**src/rtl/pd_dequeue_scheduler.sv**
```systemverilog
// ---------------------------------------------------------------------------
// PdDequeueScheduler (module pd_dequeue_scheduler)
//
// Weighted round-robin dequeue scheduler for the four per-class packet
// descriptor queues. Each grant pops the head descriptor of one queue
// (one-cycle ack), presents it downstream with a valid/ready handshake and,
// on handoff, recycles the descriptor's 10-bit pointer to the free-PD queue.
// A queue keeps the turn for max(weight,1) consecutive grants while it stays
// ready; otherwise the turn moves to the next ready queue in circular order.
//
// Ports:
//   clk          rising-edge clock
//   rstn         asynchronous active-low reset
//   sched_en     allows new grants to start (an in-flight grant always finishes)
//   weight_cfg   {w3,w2,w1,w0} descriptors per turn, 0 behaves as 1
//   pd_ptr_rdy   per-queue head-descriptor-valid flags
//   pd_ptr_dout  {q3,q2,q1,q0} head descriptors
//   pd_ptr_ack   one-hot, one-cycle registered pop pulse
//   out_valid    descriptor available downstream
//   out_ready    downstream accepts the descriptor
//   out_pd       granted descriptor, held stable while out_valid
//   out_qid      source queue of out_pd
//   pd_FQ_wr     one-cycle free-queue write pulse after handoff
//   pd_FQ_din    {6'b0, pointer} written to the free queue
// ---------------------------------------------------------------------------
module pd_dequeue_scheduler #(
    parameter int NQ    = 4,
    parameter int PD_W  = 128,
    parameter int WGT_W = 4
) (
    input  logic                  clk,
    input  logic                  rstn,
    input  logic                  sched_en,
    input  logic [NQ*WGT_W-1:0]   weight_cfg,
    input  logic [NQ-1:0]         pd_ptr_rdy,
    input  logic [NQ*PD_W-1:0]    pd_ptr_dout,
    output logic [NQ-1:0]         pd_ptr_ack,
    output logic                  out_valid,
    input  logic                  out_ready,
    output logic [PD_W-1:0]       out_pd,
    output logic [1:0]            out_qid,
    output logic                  pd_FQ_wr,
    output logic [15:0]           pd_FQ_din
);

    typedef enum logic [1:0] {
        IDLE = 2'd0,
        ACK  = 2'd1,
        OUT  = 2'd2
    } state_t;

    state_t             state_q, state_d;
    logic [1:0]         curQ_q, curQ_d;
    logic [WGT_W-1:0]   credit_q, credit_d;
    logic [PD_W-1:0]    outPd_q, outPd_d;
    logic [1:0]         outQid_q, outQid_d;
    logic [NQ-1:0]      ack_q, ack_d;
    logic               fqWr_q, fqWr_d;
    logic [15:0]        fqDin_q, fqDin_d;

    logic [1:0]         scanSel;
    logic               keepTurn;
    logic [1:0]         selQ;
    logic [WGT_W-1:0]   selWeight;
    logic [WGT_W-1:0]   reloadCredit;

    // Circular scan for the next owner: cur+1, cur+2, cur+3 and finally cur
    // itself. The loop walks from the farthest candidate to the nearest so the
    // nearest ready queue overwrites the others and wins.
    always_comb begin
        scanSel = curQ_q;
        for (int k = NQ; k >= 1; k--) begin
            if (pd_ptr_rdy[curQ_q + 2'(k)]) begin
                scanSel = curQ_q + 2'(k);
            end
        end
    end

    // The current owner keeps the turn only while it is ready and still has
    // credit; a fresh turn loads its credit from the weight sampled right now,
    // so weight changes in mid-turn only show up at the next turn.
    always_comb begin
        keepTurn     = pd_ptr_rdy[curQ_q] && (credit_q != '0);
        selQ         = keepTurn ? curQ_q : scanSel;
        selWeight    = weight_cfg[scanSel*WGT_W +: WGT_W];
        reloadCredit = (selWeight == '0) ? '0 : selWeight - WGT_W'(1);
    end

    // Next-state and output logic: IDLE makes the decision and latches the
    // descriptor, ACK carries the pop pulse, OUT holds the descriptor until
    // downstream takes it and then schedules the free-queue write.
    always_comb begin
        state_d  = state_q;
        curQ_d   = curQ_q;
        credit_d = credit_q;
        outPd_d  = outPd_q;
        outQid_d = outQid_q;
        ack_d    = '0;
        fqWr_d   = 1'b0;
        fqDin_d  = '0;
        case (state_q)
            IDLE: begin
                if (sched_en && (|pd_ptr_rdy)) begin
                    if (keepTurn) begin
                        credit_d = credit_q - WGT_W'(1);
                    end else begin
                        curQ_d   = scanSel;
                        credit_d = reloadCredit;
                    end
                    outPd_d  = pd_ptr_dout[selQ*PD_W +: PD_W];
                    outQid_d = selQ;
                    ack_d    = NQ'(1) << selQ;
                    state_d  = ACK;
                end
            end
            ACK: begin
                state_d = OUT;
            end
            OUT: begin
                if (out_ready) begin
                    fqWr_d  = 1'b1;
                    fqDin_d = {6'b0, outPd_q[9:0]};
                    state_d = IDLE;
                end
            end
            default: begin
                state_d = IDLE;
            end
        endcase
    end

    // State and output registers; reset drops any popped-but-unsent
    // descriptor without recycling it.
    always_ff @(posedge clk or negedge rstn) begin
        if (!rstn) begin
            state_q  <= IDLE;
            curQ_q   <= '0;
            credit_q <= '0;
            outPd_q  <= '0;
            outQid_q <= '0;
            ack_q    <= '0;
            fqWr_q   <= 1'b0;
            fqDin_q  <= '0;
        end else begin
            state_q  <= state_d;
            curQ_q   <= curQ_d;
            credit_q <= credit_d;
            outPd_q  <= outPd_d;
            outQid_q <= outQid_d;
            ack_q    <= ack_d;
            fqWr_q   <= fqWr_d;
            fqDin_q  <= fqDin_d;
        end
    end

    // Registered outputs; out_valid is simply "waiting in OUT".
    always_comb begin
        pd_ptr_ack = ack_q;
        out_valid  = (state_q == OUT);
        out_pd     = outPd_q;
        out_qid    = outQid_q;
        pd_FQ_wr   = fqWr_q;
        pd_FQ_din  = fqDin_q;
    end

endmodule

```
**config.mk**
```make
export PLATFORM = sky130hd
export DESIGN_NAME = pd_dequeue_scheduler
export DESIGN_NICKNAME = d
export VERILOG_FILES = /design/src/rtl/pd_dequeue_scheduler.sv
export SDC_FILE = /design/constraint.sdc
export NUM_CORES = 1
export LEC_CHECK = 0
export BUFFER_PORTS_ARGS = -buffer_cell sky130_fd_sc_hd__buf_2
export CORE_AREA = 5 5 262 264
export CTS_BUF_LIST = sky130_fd_sc_hd__clkbuf_8 sky130_fd_sc_hd__clkbuf_16
export DETAILED_ROUTE_END_ITERATION = 6
export DIE_AREA = 0 0 267 269
export PLACE_DENSITY_LB_ADDON = 0.1
export SYNTH_ARGS = -nofsm -noshare
export SYNTH_HDL_FRONTEND = slang
export SYNTH_SLANG_ARGS = --single-unit
```
**constraint.sdc**
```tcl
create_clock -name clk -period 7.05 [get_ports clk]
set_input_delay 0 -clock clk [delete_from_list [all_inputs] [get_ports clk]]
set_output_delay 0 -clock clk [all_outputs]
set_load 0.05 [all_outputs]
```
==> out/results.txt, run 1 <==
Slowest CP cell - a21o_4
LEAKAGE - 7.57 nW
Required time of the critical path - 7.41 ns
Number of I/O pins - 688
Int Pwr - 4.29 mW
Post-DP HPWL - 38.6 mm
Number of vias per cell - 4.11
Global Route Usage Sum - 0.134
Initial antenna violation count - 5
P_sw - 4.37 mW
Largest net degree at the start of global routing - 100
Antenna-violating nets left - 0
Unique cell type count in the Yosys netlist - 47
Tmin final - 4.71 ns
# Post-CTS Setup Buffers - 0
Critical path type - reg -> reg
Placed insts - 2348
Final wirelength - 51.1 mm
Status - finished, final reports clean
Die X - 267 um
PwrDens - 515 nW/um^2
Vias in the first global route - 11600
RR Startpoint - out_qid[1]
Largest stage delay on the critical path - 0.67 ns
First drt pass iteration count - 5
Normalized max-slew margin - 0.253
Bufs on Longest Clock Path - 2
Num CTS Buffers - 17
Final period util - 0.668
Avg Inst Size Synth - 10.9 sq um
Drt wl/cell - 19.4 um
Worst Skew - 0.0142 ns
DIE HEIGHT - 269 um
RSZ-0062 raised after global routing - false
Seq cells post-synth - 151
Setup TNS - 0 ns
Fmax - 212 MHz
Row cnt - 95
Port bufs - 681
Worst slack, placed - 2.83 ns
Drt initial violations - 339
CP Capture Type - flop
Initial core utilization - 0.144
Crit-path max FO - 80
Most frequent cells in the layout - 680 x buf_2, 260 x dlygate4sd3_1, 181 x o22ai_1, 151 x dfrtp_1, 140 x a21oi_1
Slew Limit Fails - 0
Endpoints failing setup - 0
Final instance area - 16800 sq um
Final core occ - 0.254
Switching Fraction - 0.505
Register area share after synthesis - 0.395
DR vias - 10900
Clock Sink Count - 151
Final GP Congestion - 0.886
DR DRC count - 0
Peak VDD IR - 287 uV
Synth async-reset ratio - 1.00
Clock power share - 0.114
Slew of the pin with the lowest slew margin - 1.12 ns
Commonest non-fill, non-tap cell in the layout - buf_2
Clock Tree Root - clkbuf_16
Crit path from - out_qid[1]
Top_reg_cell synth - dfrtp_1
Number of enable flip-flop cells after synthesis - 0
Max Cap Viol - 0
Endpoints failing hold - 0
HP Class - in -> async
Final #Nets - 2291
Area post-placement - 13600 sq um
Die Footprint - 71800 sq um
Seq pwr share - 0.174
Mapped Cells - 876
Worst-Skew Late Latency - 0.48 ns
Global-route wire length before repair - 72.4 mm
PnR worst setup slack - 2.34 ns
CP Cell Sequence - nand2b_1 -> and3_1 -> nor3_4 -> a21o_4 -> nand2_8 -> buf_4 -> o22ai_1 -> a21oi_1 -> dlygate4sd3_1
H-tree levels - 4
Finished Layout Cells - 2641
Area grow syn2layout - 76.1%
CTS tree - yes
Clk slew on worst S/H paths - 0.07 ns
Logic pwr share - 0.712
Share of cells above drive strength 1 - 0.525
CP arrival - 5.07 ns
Netlist Area Pre-Place - 9550 sq um
Total grt overflow - 0
Synth warn - 0
CTS resizes - 0
Crit start category - flop
Core Area - 66300 sq um
-- critical path, delay by kind of cell, from the launching register on --
kind	cells	cell delay [ns]
buffers and inverters	2	1.16
AND/OR/NAND/NOR	4	1.29
AO/OA/AOI/OAI	3	1.38
flip-flops	1	0.52
-- flip-flops by register name, indices dropped and copies added (netlist names) --
name,count
pd_ptr_ack,4
out_qid,2
out_pd,128
credit_q,4
pd_FQ_din,10
state_q,2
pd_FQ_wr,1
-- cell type report --
| class | count | area (sq um) |
|---|---|---|
| diodes | 1 | 2.50 |
| clock buffers | 19 | 453 |
| clock inverters | 13 | 143 |
| fillers | 7290 | 49500 |
| inverters | 6 | 30.0 |
| multi-input cells | 626 | 5220 |
| flip-flops and latches | 151 | 3780 |
| well taps | 873 | 1090 |
| repair buffers | 952 | 6100 |
-- per-stage QoR --
stage	power, mW	hold WS [ns]
detailed placement	7.04	0.00252
global placement	7.06	-0.00310
CTS	8.83	0.0222
floorplan	5.72	-0.296
global route	9.24	0.0624
finish	8.66	0.0571
-- power by group through the flow --
stage / combinational, mW / sequential (mW) / clock, mW
floorplan: 2.95 / 2.78 / 0
CTS: 6.26 / 1.52 / 1.05
global route: 6.60 / 1.56 / 1.08
global placement: 5.52 / 1.53 / 0
finish: 6.17 / 1.51 / 0.984
detailed placement: 5.52 / 1.52 / 0
-- cells by family after synthesis --
kind of cell,synth area share
AOI/OAI and AO/OA,0.307
adders and majority gates,0.00131
buffers and inverters,0.0635
DFF,0.395
muxes,0.193
other,0.000392
and+or+nand+nor,0.0388
-- worst paths after layout --
kind,end,slack [ns],cells past startpoint
worst max register to register,out_pd[116],2.34,9
worst max-delay path,out_pd[116],2.34,9
worst min register to register,pd_FQ_din[2],0.53,1
min in group clk,credit_q[1],0.14,6
worst min-delay path,out_pd[94],0.06,2
max in group asynchronous,out_pd[72],5.75,3
-- per-layer routing --
metal / global-route usage / vias to the layer above / routed length (um)
li1: - / 5202 / -
met1: 0.148 / 5172 / 19500
met2: 0.247 / 437 / 27100
met3: 0.0401 / 46 / 3590
met4: 0.0378 / 4 / 857
met5: 0 / - / 27
-- Yosys cell counts, types with 8 or more instances --
cell type,count,area [sq um]
nor2_1,8,30.0
nand2_1,13,48.8
buf_4,10,75.1
mux2_1,10,113
mux2_4,77,1160
o22ai_2,76,951
and3_1,11,68.8
a21oi_1,140,701
clkbuf_1,49,184
mux2_2,44,495
o22ai_1,181,1130
dfrtp_1,151,3780
buf_6,21,236
buf_2,17,85.1
-- timing repair --
| item | CTS | global route |
|---|---|---|
| hold endpoints to repair | 187 | 0 |
| hold buffers | 260 | 0 |
| endpoints found under the setup margin | 0 | 0 |
(Power assumes the default switching activity.)
==> inputs of run 2 (changes only) <==
--- a/config.mk
+++ b/config.mk
@@ -6,10 +6,10 @@
 export NUM_CORES = 1
 export LEC_CHECK = 0
 export BUFFER_PORTS_ARGS = -buffer_cell sky130_fd_sc_hd__buf_2
-export CORE_AREA = 5 5 262 264
+export CORE_AREA = 5 5 263 265
 export CTS_BUF_LIST = sky130_fd_sc_hd__clkbuf_8 sky130_fd_sc_hd__clkbuf_16
 export DETAILED_ROUTE_END_ITERATION = 6
-export DIE_AREA = 0 0 267 269
+export DIE_AREA = 0 0 268 270
 export PLACE_DENSITY_LB_ADDON = 0.1
 export SYNTH_ARGS = -nofsm -noshare
 export SYNTH_HDL_FRONTEND = slang
==> constraint.sdc (replaced) <==
create_clock -name clk -period 4.4 [get_ports clk]
set_input_delay 0 -clock clk [delete_from_list [all_inputs] [get_ports clk]]
set_output_delay 0 -clock clk [all_outputs]
set_load 0.05 [all_outputs]
==> out/results.txt, run 2 (synthesized netlist as in run 1, its figures left out) <==
Clock Sink Count - 151
Bufs on Longest Clock Path - 2
Antenna-violating nets left - 0
Endpoints failing hold - 0
Commonest non-fill, non-tap cell in the layout - buf_2
Endpoints failing setup - 0
Drt wl/cell - 19.8 um
Final GP Congestion - 0.824
P_sw - 7.09 mW
LEAKAGE - 7.59 nW
Final period util - 0.928
Final core occ - 0.254
Required time of the critical path - 4.76 ns
Most frequent cells in the layout - 680 x buf_2, 261 x dlygate4sd3_1, 181 x o22ai_1, 151 x dfrtp_1, 140 x a21oi_1
H-tree levels - 4
HP Class - in -> async
PwrDens - 829 nW/um^2
Die Footprint - 72400 sq um
Worst slack, placed - 0.897 ns
Max Cap Viol - 0
Critical path type - reg -> reg
Total grt overflow - 0
Global Route Usage Sum - 0.138
Final instance area - 16900 sq um
Switching Fraction - 0.507
Slew of the pin with the lowest slew margin - 1.03 ns
CTS tree - yes
Status - finished, final reports clean
Port bufs - 681
Fmax - 245 MHz
CP Cell Sequence - nand2b_1 -> and3_1 -> nor3_4 -> a21o_4 -> buf_6 -> mux2_2 -> o22ai_1 -> dlygate4sd3_1 -> a21oi_1 -> dlygate4sd3_1
Share of cells above drive strength 1 - 0.527
DR DRC count - 0
Clock Tree Root - clkbuf_16
Drt initial violations - 314
Area post-placement - 13700 sq um
Number of vias per cell - 4.14
Row cnt - 95
Crit-path max FO - 39
Crit start category - flop
Worst-Skew Late Latency - 0.48 ns
Worst Skew - 0.0177 ns
Placed insts - 2351
Clk slew on worst S/H paths - 0.07 ns
Normalized max-slew margin - 0.313
Clock power share - 0.113
First drt pass iteration count - 4
RSZ-0062 raised after global routing - false
DR vias - 10900
Post-DP HPWL - 39.5 mm
Initial core utilization - 0.144
Vias in the first global route - 12200
Tmin final - 4.08 ns
Num CTS Buffers - 17
Largest register FFs - 128
CP Capture Type - flop
Slowest CP cell - dlygate4sd3_1
CP arrival - 4.44 ns
Final Hold Slack - 0.116 ns
Peak VDD IR - 419 uV
Slew Limit Fails - 0
Seq pwr share - 0.171
# Post-CTS Setup Buffers - 0
Most used cell, CP - dlygate4sd3_1
Initial antenna violation count - 8
Largest stage delay on the critical path - 0.59 ns
PnR worst setup slack - 0.319 ns
Area grow syn2layout - 76.9%
Global-route wire length before repair - 75.6 mm
Power Total - 14.0 mW
Largest net degree at the start of global routing - 151
Final wirelength - 52.4 mm
Logic pwr share - 0.716
DIE HEIGHT - 270 um
Core Area - 66600 sq um
Die X - 268 um
Int Pwr - 6.91 mW
Final #Nets - 2295
Setup TNS - 0 ns
Finished Layout Cells - 2647
Number of I/O pins - 688
run 2: cell count changes in the layout (fill, tap and decap cells not counted), sizes merged:
| cell | before | now |
|---|---|---|
| buf | 692 | 695 |
| clkbuf | 19 | 17 |
| clkinv | 0 | 4 |
| clkinvlp | 3 | 4 |
| diode | 1 | 3 |
| dlygate4sd3 | 260 | 261 |
| inv | 14 | 11 |
run 2: layout make-up:
| class | instances | area, sq um |
|---|---|---|
| Fill cell | 7383 | 49700 |
| Sequential cell | 151 | 3780 |
| Timing Repair Buffer | 956 | 6170 |
| Clock buffer | 17 | 425 |
| Multi-Input combinational cell | 626 | 5220 |
| Inverter | 6 | 30.0 |
| Antenna cell | 3 | 7.51 |
| Tap cell | 873 | 1090 |
| Clock inverter | 15 | 168 |
run 2: metal layers:
metal,global-route usage,wire (um),vias up
met5,0,13,-
met4,0.0359,1030,2
met3,0.0424,3820,44
met2,0.263,28200,428
met1,0.146,19300,5266
li1,-,-,5206
run 2: worst paths after layout:
kind,slack (ns),cells past startpoint,start,to
max,0.32,10,out_qid[1],out_pd[89]
min,0.12,2,rstn,out_pd[97]
max reg2reg,0.32,10,out_qid[1],out_pd[89]
min reg2reg,0.53,1,out_pd[1],pd_FQ_din[1]
max in group asynchronous,3.16,3,rstn,out_pd[42]
min in group clk,0.14,5,pd_ptr_rdy[1],pd_ptr_ack[0]
run 2: critical path: cells and delay by family (launching register included):
family	cells	cell delay (ns)
buffers and inverters	3	1.59
and+or+nand+nor	3	0.81
AOI/OAI and AO/OA	3	0.63
DFF	1	0.51
muxes	1	0.39
run 2: power by group through the flow:
stage	combinational (mW)	sequential, mW	clock, mW
floorplan	4.72	4.45	0
global placement	8.94	2.41	0
detailed placement	8.95	2.41	0
CTS	10.1	2.40	1.68
global route	10.7	2.47	1.72
finish	10.0	2.39	1.58
run 2: repair_timing:
action                                  4_1_cts  5_1_grt
hold buffers                                261        0
gates resized for setup                       0        1
endpoints found under the setup margin        0        1
endpoints found under the hold margin       210        0
==> inputs of run 3 (changes only) <==
--- a/config.mk
+++ b/config.mk
@@ -6,10 +6,12 @@
 export NUM_CORES = 1
 export LEC_CHECK = 0
 export BUFFER_PORTS_ARGS = -buffer_cell sky130_fd_sc_hd__buf_2
-export CORE_AREA = 5 5 263 265
+export CELL_PAD_IN_SITES_DETAIL_PLACEMENT = 0
+export CELL_PAD_IN_SITES_GLOBAL_PLACEMENT = 2
+export CORE_AREA = 5 5 265 267
 export CTS_BUF_LIST = sky130_fd_sc_hd__clkbuf_8 sky130_fd_sc_hd__clkbuf_16
 export DETAILED_ROUTE_END_ITERATION = 6
-export DIE_AREA = 0 0 268 270
+export DIE_AREA = 0 0 270 272
 export PLACE_DENSITY_LB_ADDON = 0.1
 export SYNTH_ARGS = -nofsm -noshare
 export SYNTH_HDL_FRONTEND = slang
==> out/results.txt, run 3 (synthesized netlist as in run 1, its figures left out) <==
WL met2 - 28.7 mm
Final period util - 0.811
First drt pass iteration count - 7
CP Cell Sequence - inv_1 -> ha_1 -> or3b_1 -> nand2_1 -> a31o_1 -> nand2_4 -> nand2_8 -> buf_4 -> o22ai_1 -> a21oi_1 -> dlygate4sd3_1
Bufs on Longest Clock Path - 2
Worst-Skew Late Latency - 0.48 ns
CP arrival - 3.97 ns
Port bufs - 681
H-tree levels - 4
Fillcell total - 7473
Critical path type - reg -> reg
HP Class - in -> async
Largest stage delay on the critical path - 0.56 ns
Commonest non-fill, non-tap cell in the layout - buf_2
Largest register FFs - 128
Fmax - 280 MHz
Drt initial violations - 285
Initial antenna violation count - 21
Storage element area - 3780 sq um
Row cnt - 96
DR vias - 10900
Post-DP HPWL - 42.0 mm
Number of vias per cell - 4.11
Required time of the critical path - 4.81 ns
Slew Limit Fails - 0
Slew of the pin with the lowest slew margin - 0.840 ns
CP Capture Type - flop
Clock Sink Count - 151
Vias in the first global route - 11800
Most frequent cells in the layout - 680 x buf_2, 259 x dlygate4sd3_1, 181 x o22ai_1, 151 x dfrtp_1, 140 x a21oi_1
DR DRC count - 0
CTS resizes - 0
Final GP Congestion - 0.797
Final wirelength - 56.2 mm
Clk slew on worst S/H paths - 0.07 ns
Power Total - 14.2 mW
Area grow syn2layout - 78.0%
Initial core utilization - 0.141
Final #Nets - 2292
LEAKAGE - 7.65 nW
RSZ-0062 raised after global routing - false
Die X - 270 um
Final Hold Slack - 0.113 ns
Worst Skew - 0.0134 ns
Drt wl/cell - 21.2 um
Endpoints failing setup - 0
Tmin final - 3.57 ns
Slowest CP cell - dlygate4sd3_1
PwrDens - 837 nW/um^2
Normalized max-slew margin - 0.440
Global Route Usage Sum - 0.148
Peak VDD IR - 826 uV
Number of I/O pins - 688
DR top layer - met5
Share of cells above drive strength 1 - 0.526
M1 WL - 22.0 mm
Setup TNS - 0 ns
CTS tree - yes
Num CTS Buffers - 17
Clock Tree Root - clkbuf_16
DIE HEIGHT - 272 um
Total grt overflow - 0
Largest net degree at the start of global routing - 140
Max Cap Viol - 0
Endpoints failing hold - 0
Die Footprint - 73400 sq um
Met3 wire len - 4.29 mm
Status - finished, final reports clean
Antenna-violating nets left - 0
Final core occ - 0.251
Core Area - 67900 sq um
Crit-path max FO - 67
Multi-input combinational cell area - 5230 sq um
Crit start category - flop
Global-route wire length before repair - 80.9 mm
-- run 3: cell count changes in the layout (fill, tap and decap cells not counted), sizes merged --
cell,delta
dlygate4sd3,-2
diode,+5
clkinvlp,-3
clkbuf,+5
bufinv,+3
buf,-2
clkinv,-2
inv,-3
-- run 3: power by group --
part	switching (mW)	internal, mW
Sequential	0.371	2.02
Combinational	6.02	4.07
Clock	0.683	1.06
Total	7.07	7.16
-- run 3: final timing paths --
path	start	end	slack, ns	cells past startpoint
hold / removal	rstn	out_pd[117]	0.11	2
setup reg to reg	credit_q[0]	out_pd[109]	0.83	11
max in group asynchronous	rstn	state_q[0]	3.17	3
hold reg to reg	out_pd[7]	pd_FQ_din[7]	0.55	1
min in group clk	weight_cfg[1]	credit_q[1]	0.13	6
setup / recovery	credit_q[0]	out_pd[109]	0.83	11
-- run 3: final cells by class --
type                       count  share of cell area
sequential                   151               0.222
multi-input combinational    626               0.307
timing repair buffer         953               0.364
antenna                        8             0.00118
tap                          882              0.0649
inverter                       6             0.00177
clock buffer                  21              0.0282
clock inverter                10              0.0103
-- run 3: timing repair --
action,in CTS,in global routing
hold buffers,259,0
hold endpoints to repair,215,0
setup buffers,0,0
-- run 3: metal layers --
layer / global-route usage / up-vias
met5: 0 / -
met4: 0.0379 / 20
met3: 0.0632 / 58
met2: 0.263 / 417
met1: 0.162 / 5218
li1: - / 5217
-- run 3: critical path, delay by kind of cell (launching register included) --
| family | cells | cell delay [ns] |
|---|---|---|
| buffers and inverters | 3 | 1.07 |
| AND/OR/NAND/NOR | 4 | 1.29 |
| adder cells (fa/ha/maj) | 1 | 0.16 |
| flip-flops | 1 | 0.42 |
| AO/OA/AOI/OAI | 3 | 0.50 |
-- run 3: stage by stage --
step,cell area [sq um],setup WS [ns],instances
floorplan,9570,1.71,881
global placement,13700,1.31,2359
detailed placement,13700,1.27,2359
CTS,17000,0.738,2649
global route,17000,0.538,2653
finish,17000,0.831,2657
